===== src/rtl/mtl1_bus_pkg.sv =====
// mtl1_bus_pkg: shared FSM encoding and window constants for the 6809 flash bridge
package mtl1_bus_pkg;
   localparam logic [2:0] IDLE  = 3'd0;
   localparam logic [2:0] WDATA = 3'd1;
   localparam logic [2:0] REQ   = 3'd2;
   localparam logic [2:0] WAIT  = 3'd3;
   localparam logic [2:0] HOLD  = 3'd4;
   localparam logic [15:0] FLASH_WIN_BASE = 16'hE000;
   localparam logic [15:0] FLASH_WIN_MASK = 16'hF000;
   localparam logic [7:0]  BUS_FLOAT      = 8'hFF;
endpackage


===== src/rtl/sync_edge_detect.sv =====
// sync_edge_detect: multi-flop synchroniser with one-cycle rise/fall strobes
module sync_edge_detect #(
   parameter int STAGES = 2
) (
   input  logic clk,
   input  logic reset,
   input  logic d,
   output logic level,
   output logic rise,
   output logic fall
);
   logic [STAGES-1:0] sr;
   logic prev;
   always_ff @(posedge clk) begin
      if (!reset) begin
         sr   <= '0;
         prev <= 1'b0;
      end else begin
         sr   <= {sr[STAGES-2:0], d};
         prev <= sr[STAGES-1];
      end
   end
   assign level = sr[STAGES-1];
   assign rise  = level & ~prev;
   assign fall  = ~level & prev;
endmodule


===== src/rtl/mc6809_flash_bus_bridge.sv =====
// mc6809_flash_bus_bridge: 6809 bus front-end that turns flash-window cycles into
// a single clk-domain request/done handshake, stretching the CPU via MRDY.
module mc6809_flash_bus_bridge
   import mtl1_bus_pkg::*;
#(
   parameter logic [15:0] WIN_BASE       = FLASH_WIN_BASE,
   parameter logic [15:0] WIN_MASK       = FLASH_WIN_MASK,
   parameter int          SYNC_STAGES    = 2,
   parameter logic [15:0] TIMEOUT_CYCLES = 16'd4096
) (
   input  logic        clk,
   input  logic        reset,
   input  logic        i_E,
   input  logic        i_Q,
   input  logic        i_RW,
   input  logic [15:0] i_ADDRESS_BUS,
   input  logic [7:0]  i_DataBus,
   output logic        o_req,
   output logic        o_req_rw,
   output logic [11:0] o_req_addr,
   output logic [7:0]  o_req_wdata,
   input  logic        i_done,
   input  logic [7:0]  i_rdata,
   output logic [7:0]  o_data_out,
   output logic        o_data_oe,
   output logic        o_MemoryReady,
   output logic        o_timeout
);
   logic [2:0]  state;
   logic [15:0] count;
   logic e_lvl, e_rise, e_fall, q_lvl, q_rise, q_fall, rw_lvl, rw_rise, rw_fall;
   logic hit, accept, to_hit, unused_sync;

   sync_edge_detect #(.STAGES(SYNC_STAGES)) u_sync_e (
      .clk(clk), .reset(reset), .d(i_E), .level(e_lvl), .rise(e_rise), .fall(e_fall));
   sync_edge_detect #(.STAGES(SYNC_STAGES)) u_sync_q (
      .clk(clk), .reset(reset), .d(i_Q), .level(q_lvl), .rise(q_rise), .fall(q_fall));
   sync_edge_detect #(.STAGES(SYNC_STAGES)) u_sync_rw (
      .clk(clk), .reset(reset), .d(i_RW), .level(rw_lvl), .rise(rw_rise), .fall(rw_fall));

   assign unused_sync = ^{e_lvl, e_rise, q_lvl, rw_rise, rw_fall};
   assign hit    = (i_ADDRESS_BUS & WIN_MASK) == WIN_BASE;
   assign accept = (state == IDLE) && q_rise && hit;
   assign to_hit = count == TIMEOUT_CYCLES - 16'd1;
   assign o_req  = state == REQ;
   // MRDY drops combinationally in the accepting cycle so the CPU is held from qrise on
   assign o_MemoryReady = !(accept || state == WDATA || state == REQ || state == WAIT);

   always_ff @(posedge clk) begin
      if (!reset) begin
         state       <= IDLE;
         count       <= '0;
         o_req_rw    <= 1'b1;
         o_req_addr  <= '0;
         o_req_wdata <= '0;
         o_data_out  <= '0;
         o_data_oe   <= 1'b0;
         o_timeout   <= 1'b0;
      end else begin
         case (state)
            IDLE: if (accept) begin
               o_req_addr <= i_ADDRESS_BUS[11:0];
               o_req_rw   <= rw_lvl;
               state      <= rw_lvl ? REQ : WDATA;
            end
            WDATA: if (q_fall) begin
               o_req_wdata <= i_DataBus;
               state       <= REQ;
            end
            REQ: begin
               count <= '0;
               state <= WAIT;
            end
            WAIT: begin
               count <= count + 16'd1;
               if (i_done || to_hit) begin
                  if (o_req_rw) begin
                     o_data_out <= i_done ? i_rdata : BUS_FLOAT;
                     o_data_oe  <= 1'b1;
                  end
                  o_timeout <= o_timeout | !i_done;
                  state     <= HOLD;
               end
            end
            HOLD: if (e_fall) begin
               o_data_oe <= 1'b0;
               state     <= IDLE;
            end
            default: state <= IDLE;
         endcase
      end
   end
endmodule


===== config.mk =====
export PLATFORM = sky130hd
export DESIGN_NAME = mc6809_flash_bus_bridge
export DESIGN_NICKNAME = d
export VERILOG_FILES = /design/src/rtl/mtl1_bus_pkg.sv /design/src/rtl/sync_edge_detect.sv /design/src/rtl/mc6809_flash_bus_bridge.sv
export SDC_FILE = /design/constraint.sdc
export NUM_CORES = 1
export LEC_CHECK = 0
export BUFFER_PORTS_ARGS = -buffer_cell sky130_fd_sc_hd__buf_4
export CAP_MARGIN = 30
export CELL_PAD_IN_SITES_DETAIL_PLACEMENT = 0
export CELL_PAD_IN_SITES_GLOBAL_PLACEMENT = 2
export CORE_ASPECT_RATIO = 1.25
export CORE_MARGIN = 4
export CORE_UTILIZATION = 27
export DETAILED_ROUTE_END_ITERATION = 7
export PLACE_DENSITY_LB_ADDON = 0.1
export SKIP_LAST_GASP = 1
export SLEW_MARGIN = 40
export SYNTH_ARGS = -nofsm -noshare
export SYNTH_HDL_FRONTEND = slang
export SYNTH_SLANG_ARGS = --single-unit
export TNS_END_PERCENT = 100

===== constraint.sdc =====
create_clock -name clk -period 2.25 [get_ports clk]
set_clock_uncertainty 0.2 [all_clocks]
set_input_delay 0.1125 -clock clk [delete_from_list [all_inputs] [get_ports clk]]
set_output_delay 0.1125 -clock clk [all_outputs]
set_load 0.05 [all_outputs]

After elaboration in Yosys (flattened, before gate mapping)
Index checks and enable logic that the tools add are counted.
Widths: inputs -> output; s select.
{"block": "word_totals", "ff_bits": 58, "output_inout_bits": 33, "wordCells": 61, "inputBits": 38}
{"block": "classes", "n_addsub": 1, "bitwise": 7, "mux": 12, "n_reduce_logical": 17, "eq_ne": 11}
{"cell": "$pmux 16 s2", "count": 1}
{"cell": "$add 16x1->16 const B", "count": 1}
{"cell": "$eq 16x12->1 const B", "count": 1}
{"cell": "$pmux 3 s5", "count": 1}
{"cell": "$mux 3", "count": 4}
{"cell": "$mux 8", "count": 1}
{"cell": "$ne 2x2->1 const B", "count": 4}
{"cell": "$reduce_and 4->1", "count": 2}
{"cell": "$eq 3x2->1 const B", "count": 2}
{"cell": "$reduce_and 2->1", "count": 3}
{"cell": "$eq 4x4->1 const B", "count": 1}
{"cell": "$logic_or 1x1->1", "count": 4}
{"cell": "$reduce_bool 2->1", "count": 2}
{"cell": "$and 1x1->1", "count": 3}
{"cell": "$eq 3x1->1 const B", "count": 1}
{"cell": "$eq 3x3->1 const B", "count": 1}
{"cell": "$logic_not 3->1", "count": 1}
{"cell": "$mux 1", "count": 3}
{"cell": "$not 1->1", "count": 3}
{"cell": "$reduce_and 3->1", "count": 1}
{"cell": "$logic_and 1x1->1", "count": 2}
{"cell": "$logic_not 1->1", "count": 2}
{"cell": "$mux 2", "count": 1}
{"cell": "$ne 2x1->1 const B", "count": 1}
{"cell": "other kinds (2)", "count": 2}

Logic depth before layout (Yosys ltp)
Gate-level depths: netlist of run 1.
{"block": "depth", "depth_word": 8, "depth_mapped": 8, "depth_no_buf": 6}

Modules after synthesis
Synthesis of run 1 repeated with hierarchy kept, for this count alone.
{"block": "hier_totals", "hier_cells": 273, "hier_area_um2": 2597.5}
{"module": "mc6809_flash_bus_bridge", "cells_each": 249, "area_each_um2": 2323.5, "instances": 1, "seq_area_each_um2": 1001.0}
{"module": "sync_edge_detect", "cells_each": 8, "area_each_um2": 91.3, "instances": 3, "seq_area_each_um2": 60.1}

Worst setup path before layout of run 1
No wires, ideal clock.
{"block": "synth_timing", "kind": "register -> register", "start": "register count[12]", "end": "register o_data_oe", "required_ps": 1991, "arrival_ps": 2059, "path_buffers": 0, "stages_incl_launch_ff": 6, "period_less_slack_ps": 2318, "setup_slack_ps": -68, "setup_time_ps": 59, "cell_sequence": "dfxtp_1 or4_1 or4_4 nor2b_4 nor3b_4 o221a_2"}
{"block": "synth_via", "elab_chain_len": 4}
{"item": "from (decl)", "line_no": "mc6809_flash_bus_bridge.sv:30", "source": "logic [15:0] count;"}
{"item": "from (signal assigned)", "line_no": "mc6809_flash_bus_bridge.sv:75", "source": "count <= count + 16'd1;"}
{"item": "$eq 16x12->1", "line_no": "mc6809_flash_bus_bridge.sv:44", "source": "assign to_hit = count == TIMEOUT_CYCLES - 16'd1;"}
{"item": "$logic_or 1x1->1", "line_no": "mc6809_flash_bus_bridge.sv:76", "source": "if (i_done || to_hit) begin"}
{"item": "$ne 2x1->1 (no source line)"}
{"item": "$reduce_and 4->1 (no source line)"}
{"item": "to (signal assigned)", "line_no": "mc6809_flash_bus_bridge.sv:57", "source": "o_data_oe <= 1'b0;"}
{"item": "to (signal assigned)", "line_no": "mc6809_flash_bus_bridge.sv:79", "source": "o_data_oe <= 1'b1;"}
{"item": "to (signal assigned)", "line_no": "mc6809_flash_bus_bridge.sv:86", "source": "o_data_oe <= 1'b0;"}
{"item": "to (decl)", "line_no": "mc6809_flash_bus_bridge.sv:25", "source": "output logic o_data_oe,"}
Every way passes these cells.
A chain may end at the register's enable or synchronous reset.

Worst setup path after layout of run 1
Ends and elaborated chain as after synthesis.

==> results of run 1 <==
[final cells by class]
class                   count  area share
repair buffers            125       0.286
clock inverters             3      0.0110
clock buffers              12      0.0399
inverters                   4     0.00413
flip-flops and latches     58       0.320
well taps                  97      0.0334
multi-input cells         176       0.305
[Yosys cell counts (2+ instances only)]
cell type / instances / share of area
a21o_1: 3 / 0.0097
a21oi_1: 14 / 0.030
a31oi_1: 2 / 0.0054
and2_1: 9 / 0.024
clkbuf_1: 12 / 0.019
dfxtp_1: 58 / 0.50
inv_1: 3 / 0.0048
mux2i_1: 21 / 0.091
nand2_1: 18 / 0.029
nand2b_1: 4 / 0.011
nand3_1: 6 / 0.013
nand4_1: 5 / 0.013
nor2_1: 42 / 0.068
nor2b_1: 2 / 0.0054
nor3_1: 5 / 0.011
nor4_1: 4 / 0.011
o21a_1: 2 / 0.0065
o21ai_0: 9 / 0.019
o221a_2: 9 / 0.044
or3_1: 3 / 0.0081
or4_1: 4 / 0.013
xnor2_1: 2 / 0.0075
xor2_1: 2 / 0.0075
[cell families after synthesis]
logic type / Yosys count / synth area share
AOI/OAI and AO/OA: 41 / 0.122
xor gates and xnor gates: 4 / 0.0151
muxes: 21 / 0.0905
adders and majority gates: 1 / 0.00539
and+or+nand+nor: 109 / 0.239
buffers and inverters: 17 / 0.0280
DFF: 58 / 0.500
[registers in the layout, indices dropped and copies added (netlist names)]
signal / flops
count: 16
o_req_addr: 12
o_data_out: 8
o_req_wdata: 8
state: 3
u_sync_e.sr: 2
u_sync_q.sr: 2
u_sync_rw.sr: 2
o_data_oe: 1
o_req_rw: 1
o_timeout: 1
u_sync_e.prev: 1
u_sync_q.prev: 1
[how the worst max path moves through the flow]
stage	from	to	slack, ns	cells after the start
after floorplan	u_sync_q.prev	o_req_rw	0.06	6
after global placement	count[0]	o_data_oe	0.05	7
after detailed placement	count[0]	o_data_oe	0.008	7
after CTS	count[12]	o_data_oe	0.004	6
after global routing	count[12]	o_data_oe	-0.06	6
final	count[12]	o_data_oe	0.02	6
[power breakdown]
part	switching [uW]	leakage [uW]	internal (uW)	total (uW)
combinational	48.6	0.000900	93.3	142
sequential	2.90	0.000470	1030	1040
clock	411	0.0000962	533	944
[through the flow]
step                setup WS (ns)  power, uW  cells  instance area (um^2)  utilization
detailed placement        0.00753       1150    424                  3090        0.370
global placement           0.0484       1150    424                  3090        0.370
global route              -0.0578       2210    475                  3640        0.436
floorplan                  0.0631       1090    251                  2320            -
finish                     0.0239       2120    475                  3640        0.436
CTS                       0.00356       2160    475                  3630        0.436
[per-layer routing]
metal	share of wire	track usage	vias to the layer above
met5	0	0	-
met4	0.018	0.0584	0
met2	0.49	0.216	60
li1	-	-	1128
met3	0.060	0.0412	11
met1	0.43	0.155	1045
[worst min-delay path: stages]
cell     delay [ns]
buf_4          0.11
nand3_1        0.13
nor2_1         0.08
o21ai_0        0.16
nor2_1         0.05
[timing repair]
item                       4_1_cts  5_1_grt
buffers inserted                 0        0
hold buffers                    36        0
hold endpoints to repair        42        0
setup endpoints to repair        1        9
resized for setup                1        2
==> impl_summary.log, run 1 <==
[metrics] Critical Setup Path Class: reg2reg
[metrics] Buffers & Inverters on Critical Path: 1
[metrics] Placer Congestion: 0.708
[metrics] drt initial violations: 92
[metrics] die boundary height: 112 um
[metrics] filler cell count in the final layout: 843
[metrics] vias in the first global route: 2300
[metrics] Gate Count Post-Synth: 251
[metrics] Mapped Nets: 290
[metrics] power density over the cells: 583 nW/um^2
[metrics] leakage: 0.00147 uW
[metrics] Min-Delay Path Class: in2reg
[metrics] fraction of registers with async set or reset after synthesis: 0
[metrics] hold path start: i_ADDRESS_BUS[15]
[metrics] cell type of the slowest stage on the worst timing path: or4_1
[metrics] hold slack: 0.144 ns
[metrics] delay-heaviest family, CP: simple AND/OR/NAND/NOR gates
[metrics] RSZ-0062 raised after global routing: true
[metrics] clock root buffer: clkbuf_8
[metrics] dominant synthesized flop cell: dfxtp_1
[metrics] total vias in the final route: 2244
[metrics] Post-Syn Area: 2320 um^2
[metrics] Seq cells post-synth: 58
[metrics] Antenna Diode Count: 0
[metrics] worst reg2reg path startpoint: count[12]
[metrics] number of flops mapped to enable cells by yosys: 0
[metrics] post-route fraction of the period consumed by the critical path: 0.989
[metrics] # rows: 37
[metrics] fmax: 449 MHz
[metrics] number of input and output port buffers inserted: 70
[metrics] length of the first detailed-routing pass in iterations: 4
[metrics] final WL: 6400 um
[metrics] count of pins over their slew limit: 0
[metrics] hold path cells: 5
[metrics] sum of net half-perimeters after detailed placement: 4300 um
[metrics] part of the Yosys area used for sequential elements: 0.500
[metrics] flop2flop setup slack: 0.02 ns
[metrics] arrival time at the worst endpoint: 2.30 ns
[metrics] remaining number of nets flagged by the antenna check after routing: 0
[metrics] Hold Crit Endpoint: state[0]
[metrics] Yosys warning count: 0
[metrics] DR DRC count: 0
[metrics] final layout net count: 413
[metrics] slowest stage delay, CP: 0.52 ns
[metrics] endpoint type of the worst setup path: register
[metrics] CTS Sinks: 58
[metrics] initial core utilization: 0.279
[metrics] endpoint of the most critical register-to-register path: o_data_oe
[metrics] buffer depth of the longest clock path: 2
[metrics] cell chain of the critical path: or4_1, or4_4, nor2b_4, nor3b_4, buf_12, o221a_2
[metrics] max-cap violations: 0
[metrics] most frequent standard cell in the layout excluding fill and tap cells: buf_4
[metrics] global-route wire length before repair: 10700 um
[metrics] final period demand of the worst path: 2.23 ns
[metrics] latest clock arrival within the worst-skew pair: 0.33 ns
[metrics] most frequent cells in the layout: buf_4, dfxtp_1, nor2_1
[metrics] post-CTS clock slew at the launch and capture registers of the worst setup and hold paths: 0.06 ns
[metrics] run status: completed
[metrics] gr usage total: 0.131
[metrics] Routed wire per std cell: 13.5 um
[metrics] distinct cell type count after synthesis: 35
[metrics] share of final-layout standard cells stronger than drive strength 1: 0.317
[metrics] grt total ovfl: 0
[metrics] CTS H-tree lvls: 3
[metrics] setup-violating endpoint count in the final report: 0
[metrics] x dimension of the die: 91.0 um
[metrics] largest vdd supply drop: 0.000281 V
[metrics] Fin Setup TNS: 0 ns
[metrics] area occupied by multi-input gates: 1110 um^2
[metrics] maximum number of pins on one net before global-route repair: 35
[metrics] CP required: 2.33 ns
[metrics] critical path startpoint category: register
[metrics] number of antenna violations at the first check in global routing: 0
[metrics] TritonCTS clock tree: yes
[metrics] register area: 1160 um^2
[metrics] largest fanout on the critical path: 9
[metrics] Avg Inst Size Synth: 9.25 um^2
[metrics] I/O pins: 71
[metrics] Avg Vias per Cell: 4.72
[metrics] Hold Vio Cnt, Final: 0
[metrics] Worst Max-Slew Pin Slew: 0.452 ns
[metrics] number of buffers inserted during clock tree synthesis: 9
[metrics] depth of the most critical reg-to-reg path: 6
[metrics] headroom to the max-slew limit: 0.696
[metrics] post-synthesis to final-layout area growth: 56.6%
[metrics] Die Footprint: 10200 um^2
[metrics] Core Box Area: 8330 um^2
Power figures use the tool's default switching activity.
==> run 2, diff against run 1 <==
--- a/config.mk
+++ b/config.mk
@@ -5,7 +5,7 @@
 export SDC_FILE = /design/constraint.sdc
 export NUM_CORES = 1
 export LEC_CHECK = 0
-export BUFFER_PORTS_ARGS = -buffer_cell sky130_fd_sc_hd__buf_4
+export BUFFER_PORTS_ARGS = -buffer_cell sky130_fd_sc_hd__buf_2
 export CAP_MARGIN = 30
 export CELL_PAD_IN_SITES_DETAIL_PLACEMENT = 0
 export CELL_PAD_IN_SITES_GLOBAL_PLACEMENT = 2
==> impl_summary.log, run 2 (same netlist as run 1, synthesis figures left out) <==
[metrics] post-synthesis to final-layout area growth: 50.4% (was 56.6%)
[metrics] buffer depth of the longest clock path: 2 (unchanged)
[metrics] Placer Congestion: 0.746 (was 0.708)
[metrics] drt initial violations: 51 (was 92)
[metrics] Core Box Area: 8330 um^2 (unchanged)
[metrics] Routed wire per std cell: 13.3 um (was 13.5 um)
[metrics] count of pins over their slew limit: 0 (unchanged)
[metrics] number of flip-flops under the largest register name: 16 (unchanged)
[metrics] filler cell count in the final layout: 852 (was 843)
[metrics] Min-Delay Path Class: in2reg (unchanged)
[metrics] Setup Slack @ Placement: 0.0732 ns (was 0.00753 ns)
[metrics] clock root buffer: clkbuf_8 (unchanged)
[metrics] remaining number of nets flagged by the antenna check after routing: 0 (unchanged)
[metrics] share of final-layout standard cells stronger than drive strength 1: 0.333 (was 0.317)
[metrics] CP required: 2.33 ns (about the same)
[metrics] max-cap violations: 0 (unchanged)
[metrics] headroom to the max-slew limit: 0.673 (was 0.696)
[metrics] x dimension of the die: 91.0 um (unchanged)
[metrics] largest vdd supply drop: 0.000278 V (was 0.000281 V)
[metrics] number of input and output port buffers inserted: 70 (unchanged)
[metrics] maximum number of pins on one net before global-route repair: 35 (unchanged)
[metrics] post-place instance area: 2930 um^2 (was 3090 um^2)
[metrics] CTS H-tree lvls: 3 (unchanged)
[metrics] arrival time at the worst endpoint: 2.28 ns (was 2.30 ns)
[metrics] RSZ-0062 raised after global routing: true (unchanged)
[metrics] grt total ovfl: 0 (unchanged)
[metrics] DR DRC count: 0 (unchanged)
[metrics] final period demand of the worst path: 2.20 ns (was 2.23 ns)
[metrics] routed wire length on met3: 381 um (was 384 um)
[metrics] flop2flop setup slack: 0.05 ns (was 0.02 ns)
[metrics] WL met1: 2850 um (was 2730 um)
[metrics] vias in the first global route: 2287 (was 2300)
[metrics] I/O pins: 71 (unchanged)
[metrics] TritonCTS clock tree: yes (unchanged)
[metrics] number of antenna violations at the first check in global routing: 0 (unchanged)
[metrics] sum of net half-perimeters after detailed placement: 4320 um (was 4300 um)
[metrics] die boundary height: 112 um (unchanged)
[metrics] length of the first detailed-routing pass in iterations: 4 (unchanged)
[metrics] setup-violating endpoint count in the final report: 0 (unchanged)
[metrics] post-CTS clock slew at the launch and capture registers of the worst setup and hold paths: 0.07 ns (was 0.06 ns)
[metrics] latest clock arrival within the worst-skew pair: 0.33 ns (about the same)
[metrics] largest fanout on the critical path: 5 (was 9)
[metrics] leakage: 0.00145 uW (was 0.00147 uW)
[metrics] Die Footprint: 10200 um^2 (unchanged)
[metrics] highest routed metal layer: met4 (unchanged)
[metrics] run status: completed (unchanged)
[metrics] Largest regs: count (16), o_req_addr (12) (unchanged)
[metrics] final layout net count: 415 (was 413)
[metrics] final worst slack: 0.0533 ns (was 0.0239 ns)
[metrics] critical path startpoint category: register (unchanged)
[metrics] Antenna Diode Count: 0 (unchanged)
[metrics] power density over the cells: 629 nW/um^2 (was 583 nW/um^2)
[metrics] final standard cell area without fillers: 3490 um^2 (was 3640 um^2)
[metrics] initial core utilization: 0.279 (unchanged)
[metrics] Hold Vio Cnt, Final: 0 (unchanged)
[metrics] Avg Vias per Cell: 4.58 (was 4.72)
[metrics] post-route fraction of the period consumed by the critical path: 0.976 (was 0.989)
[metrics] number of buffers inserted during clock tree synthesis: 9 (unchanged)
[metrics] most frequent standard cell in the layout excluding fill and tap cells: buf_2 (was buf_4)
[metrics] gr usage total: 0.135 (was 0.131)
[metrics] Worst Max-Slew Pin Slew: 0.485 ns (was 0.452 ns)
[metrics] fmax: 455 MHz (was 449 MHz)
[metrics] wire length on met2: 3050 um (was 3160 um)
[metrics] endpoint type of the worst setup path: register (unchanged)
[metrics] total vias in the final route: 2188 (was 2244)
[metrics] global-route wire length before repair: 10900 um (was 10700 um)
[metrics] most frequent cells in the layout: buf_2, dfxtp_1, nor2_1 (was buf_4, dfxtp_1, nor2_1)
[metrics] # rows: 37 (unchanged)
[metrics] Critical Setup Path Class: reg2reg (unchanged)
[metrics] Fin Setup TNS: 0 ns (unchanged)
[metrics] CTS Sinks: 58 (unchanged)
[metrics] largest register by flop count: count (unchanged)
[metrics] final WL: 6370 um (was 6400 um)
[run 2: changes by cell type in the layout (fill, tap and decap cells not counted), sizes merged]
cell	before	now
bufinv	1	2
dlygate4sd3	36	33
buf	89	94
clkinv	3	4
clkbuf	12	11
[run 2: layout make-up]
cell class / instances / area (um^2) / share of cell area
repair buffers: 127 / 868 / 0.249
flip-flops and latches: 58 / 1160 / 0.333
inverters: 4 / 15.0 / 0.00430
clock buffers: 11 / 131 / 0.0376
multi-input cells: 176 / 1110 / 0.319
clock inverters: 5 / 78.8 / 0.0226
well taps: 97 / 121 / 0.0347
[run 2: worst paths after layout]
check                           depth (start not counted)             end               from
worst min-delay path                                    5        state[0]  i_ADDRESS_BUS[15]
worst min register to register                          1  u_sync_q.sr[1]     u_sync_q.sr[0]
worst max-delay path                                    6   o_data_out[5]          count[12]
worst max register to register                          6   o_data_out[5]          count[12]
[run 2: power breakdown]
group          internal, uW  switching (uW)
Sequential             1030            2.90
Clock                   623             422
Combinational          71.4            46.4
Total                  1730             471
[run 2: timing repair]
item / in CTS / in global routing
endpoints found under the hold margin: 34 / 0
setup buffers: 0 / 1
hold buffers: 33 / 0
gates resized for setup: 0 / 6
endpoints found under the setup margin: 0 / 9
[run 2: metrics by stage]
step | power, uW | std cells | hold WS, ns | util
final | 2200 | 478 | 0.155 | 0.419
after floorplan | 1090 | 251 | 0.0398 | -
after global routing | 2310 | 478 | 0.235 | 0.419
after CTS | 2240 | 477 | 0.148 | 0.416
after global placement | 1130 | 428 | 0.120 | 0.352
after detailed placement | 1140 | 428 | 0.121 | 0.352
[run 2: metal layers]
metal / up-vias / global-route usage
li1: 1131 / -
met1: 1002 / 0.160
met2: 49 / 0.222
met3: 6 / 0.0453
met4: 0 / 0.0563
met5: - / 0
[run 2: worst max-delay path, stage by stage (launching register included)]
cell and delay [ns]:
dfxtp_2 0.32, or4_4 0.51, or4_4 0.43, nor2b_4 0.16, nor3b_4 0.21, buf_6 0.14, o221a_2 0.17
==> run 3, diff against run 2 <==
--- a/config.mk
+++ b/config.mk
@@ -11,8 +11,10 @@
 export CELL_PAD_IN_SITES_GLOBAL_PLACEMENT = 2
 export CORE_ASPECT_RATIO = 1.25
 export CORE_MARGIN = 4
-export CORE_UTILIZATION = 27
+export CORE_UTILIZATION = 29
+export CTS_CLUSTER_DIAMETER = 60
 export DETAILED_ROUTE_END_ITERATION = 7
+export MAX_ROUTING_LAYER = met4
 export PLACE_DENSITY_LB_ADDON = 0.1
 export SKIP_LAST_GASP = 1
 export SLEW_MARGIN = 40
==> constraint.sdc (replaced) <==
create_clock -name clk -period 2.3 [get_ports clk]
set_clock_uncertainty 0.2 [all_clocks]
set_input_delay 0.115 -clock clk [delete_from_list [all_inputs] [get_ports clk]]
set_output_delay 0.115 -clock clk [all_outputs]
set_load 0.05 [all_outputs]
==> impl_summary.log, run 3 (same netlist as run 1, synthesis figures left out) <==
[metrics] number of flip-flops under the largest register name: 16 (unchanged)
[metrics] crit-path most repeated cell: or4_4 (unchanged)
[metrics] Avg Vias per Cell: 4.62 (was 4.58)
[metrics] most frequent cells in the layout: buf_2, dfxtp_1, nor2_1 (unchanged)
[metrics] count of pins over their slew limit: 0 (unchanged)
[metrics] run status: completed (unchanged)
[metrics] Hold Vio Cnt, Final: 0 (unchanged)
[metrics] endpoint type of the worst setup path: register (unchanged)
[metrics] Antenna Diode Count: 0 (unchanged)
[metrics] arrival time at the worst endpoint: 2.34 ns (was 2.28 ns)
[metrics] final non-filler cell total: 469 (was 478)
[metrics] latest clock arrival within the worst-skew pair: 0.33 ns (about the same)
[metrics] worst reg2reg path startpoint: count[12] (unchanged)
[metrics] number of buffers inserted during clock tree synthesis: 9 (unchanged)
[metrics] first element of the critical path: count[12] (unchanged)
[metrics] delay-heaviest family, CP: simple AND/OR/NAND/NOR gates (unchanged)
[metrics] post-place instance area: 2850 um^2 (was 2930 um^2)
[metrics] max-cap violations: 0 (unchanged)
[metrics] Core Box Area: 7790 um^2 (was 8330 um^2)
[metrics] Critical Setup Path Class: reg2reg (unchanged)
[metrics] Min-Delay Path Class: in2reg (unchanged)
[metrics] RSZ-0062 raised after global routing: true (unchanged)
[metrics] CTS Sinks: 58 (unchanged)
[metrics] cell chain of the critical path: or4_4, or4_4, nor2b_4, nor3b_4, buf_4, o221a_2 (was or4_4, or4_4, nor2b_4, nor3b_4, buf_6, o221a_2)
[metrics] CP required: 2.38 ns (was 2.33 ns)
[metrics] DR DRC count: 0 (unchanged)
[metrics] Buffers & Inverters on Critical Path: 1 (unchanged)
[metrics] number of input and output port buffers inserted: 70 (unchanged)
[metrics] die boundary height: 108 um (was 112 um)
[metrics] depth of the most critical reg-to-reg path: 6 (unchanged)
[metrics] largest register by flop count: count (unchanged)
[metrics] slowest stage delay, CP: 0.52 ns (was 0.51 ns)
[metrics] Worst Max-Slew Pin Slew: 0.435 ns (was 0.485 ns)
[metrics] power density over the cells: 622 nW/um^2 (was 629 nW/um^2)
[metrics] total vias in the final route: 2168 (was 2188)
[metrics] most frequent standard cell in the layout excluding fill and tap cells: buf_2 (unchanged)
[metrics] filler cell count in the final layout: 808 (was 852)
[metrics] # rows: 36 (was 37)
[metrics] setup-violating endpoint count in the final report: 0 (unchanged)
[metrics] drt initial violations: 64 (was 51)
[metrics] endpoint of the most critical register-to-register path: o_data_out[2] (was o_data_out[5])
[metrics] sum of net half-perimeters after detailed placement: 4210 um (was 4320 um)
[metrics] count of placed standard cells including taps: 416 (was 428)
[metrics] gr usage total: 0.147 (was 0.135)
[metrics] initial core utilization: 0.298 (was 0.279)
[metrics] TritonCTS clock tree: yes (unchanged)
[metrics] largest vdd supply drop: 0.000368 V (was 0.000278 V)
[metrics] area occupied by multi-input gates: 1120 um^2 (was 1110 um^2)
[metrics] post-route fraction of the period consumed by the critical path: 0.980 (was 0.976)
[metrics] fmax: 444 MHz (was 455 MHz)
[metrics] post-CTS clock slew at the launch and capture registers of the worst setup and hold paths: 0.07 ns (about the same)
[metrics] final standard cell area without fillers: 3440 um^2 (was 3490 um^2)
[metrics] buffer depth of the longest clock path: 2 (unchanged)
[metrics] worst setup path end: o_data_out[2] (was o_data_out[5])
[metrics] headroom to the max-slew limit: 0.707 (was 0.673)
[metrics] grt total ovfl: 0 (unchanged)
[metrics] remaining number of nets flagged by the antenna check after routing: 0 (unchanged)
[metrics] Die Footprint: 9510 um^2 (was 10200 um^2)
[metrics] stages on the worst setup path: 6 (unchanged)
[metrics] maximum number of pins on one net before global-route repair: 35 (unchanged)
[metrics] hold slack: 0.165 ns (was 0.155 ns)
[metrics] global-route wire length before repair: 10800 um (was 10900 um)
[metrics] vias in the first global route: 2354 (was 2287)
[metrics] flop2flop setup slack: 0.05 ns (about the same)
[metrics] final WL: 6310 um (was 6370 um)
[metrics] final period demand of the worst path: 2.25 ns (was 2.20 ns)
[metrics] Placer Congestion: 0.732 (was 0.746)
[metrics] number of antenna violations at the first check in global routing: 0 (unchanged)
[metrics] length of the first detailed-routing pass in iterations: 4 (unchanged)
[metrics] share of final-layout standard cells stronger than drive strength 1: 0.324 (was 0.333)
[metrics] cell type of the slowest stage on the worst timing path: or4_4 (unchanged)
[metrics] largest fanout on the critical path: 4 (was 5)
[metrics] I/O pins: 71 (unchanged)
[metrics] final layout net count: 408 (was 415)
[metrics] hold path start: i_ADDRESS_BUS[15] (unchanged)
[metrics] CTS H-tree lvls: 3 (unchanged)
[metrics] Routed wire per std cell: 13.5 um (was 13.3 um)
[metrics] x dimension of the die: 88.0 um (was 91.0 um)
[metrics] Largest regs: count (16), o_req_addr (12) (unchanged)
[metrics] register area: 1160 um^2 (about the same)
[metrics] clock root buffer: clkbuf_8 (unchanged)
[metrics] leakage: 0.00142 uW (was 0.00145 uW)
[metrics] critical path startpoint category: register (unchanged)
[metrics] post-synthesis to final-layout area growth: 48.3% (was 50.4%)
==> run 3: cell count changes in the layout (fill, tap and decap cells not counted), sizes merged <==
cell	before	now
buf	94	87
==> run 3: how the worst min path moves through the flow <==
stage / endpoint / slack, ns / depth (start not counted)
floorplan: u_sync_e.sr[0] / 0.04 / 1
global placement: u_sync_e.sr[0] / 0.12 / 2
detailed placement: u_sync_q.sr[0] / 0.13 / 2
CTS: state[1] / 0.15 / 5
global route: u_sync_q.sr[1] / 0.25 / 1
finish: state[1] / 0.16 / 5
==> run 3: cell type report <==
class                      count  share of cell area
clock buffer                  11              0.0381
clock inverter                 5              0.0229
inverter                       4             0.00436
multi-input combinational    176               0.326
sequential                    58               0.338
tap                           95              0.0345
timing repair buffer         120               0.236
==> run 3: through the flow <==
step                total power (uW)  TNS, ns  setup WS, ns   util
finish                          2140        0        0.0458  0.442
CTS                             2180        0      0.000457  0.436
detailed placement              1110        0        0.0206  0.366
floorplan                       1070        0         0.113      -
global placement                1110        0        0.0743  0.366
global route                    2240   -0.329       -0.0478  0.442
==> run 3: repair_timing <==
item | 4_1_cts | 5_1_grt
pin swaps | 0 | 0
buffers inserted | 0 | 3
hold buffers | 33 | 0
endpoints found under the hold margin | 34 | 0
setup endpoints to repair | 4 | 9
cloned | 0 | 1
resized for setup | 1 | 7
==> run 3: power by group <==
group	internal, uW	total, uW	switching [uW]	leakage (uW)
logic	70.0	116	46.3	0.000845
registers	1010	1010	2.79	0.000470
clock network	609	1010	404	0.000107
total	1690	2140	453	0.00142
==> run 3: worst min-delay path: cells and delay by family <==
kind / cells / cell delay (ns)
buf+inv: 1 / 0.10
compound gates: 2 / 0.24
simple gates: 2 / 0.20
==> run 3: routing by layer <==
layer | share of wire | up-vias | track usage | wire, um
li1 | - | 1117 | - | -
met1 | 0.44 | 1000 | 0.172 | 2800
met2 | 0.50 | 46 | 0.245 | 3180
met3 | 0.041 | 5 | 0.0358 | 261
met4 | 0.011 | 0 | 0.0518 | 72
met5 | 0 | - | - | 0
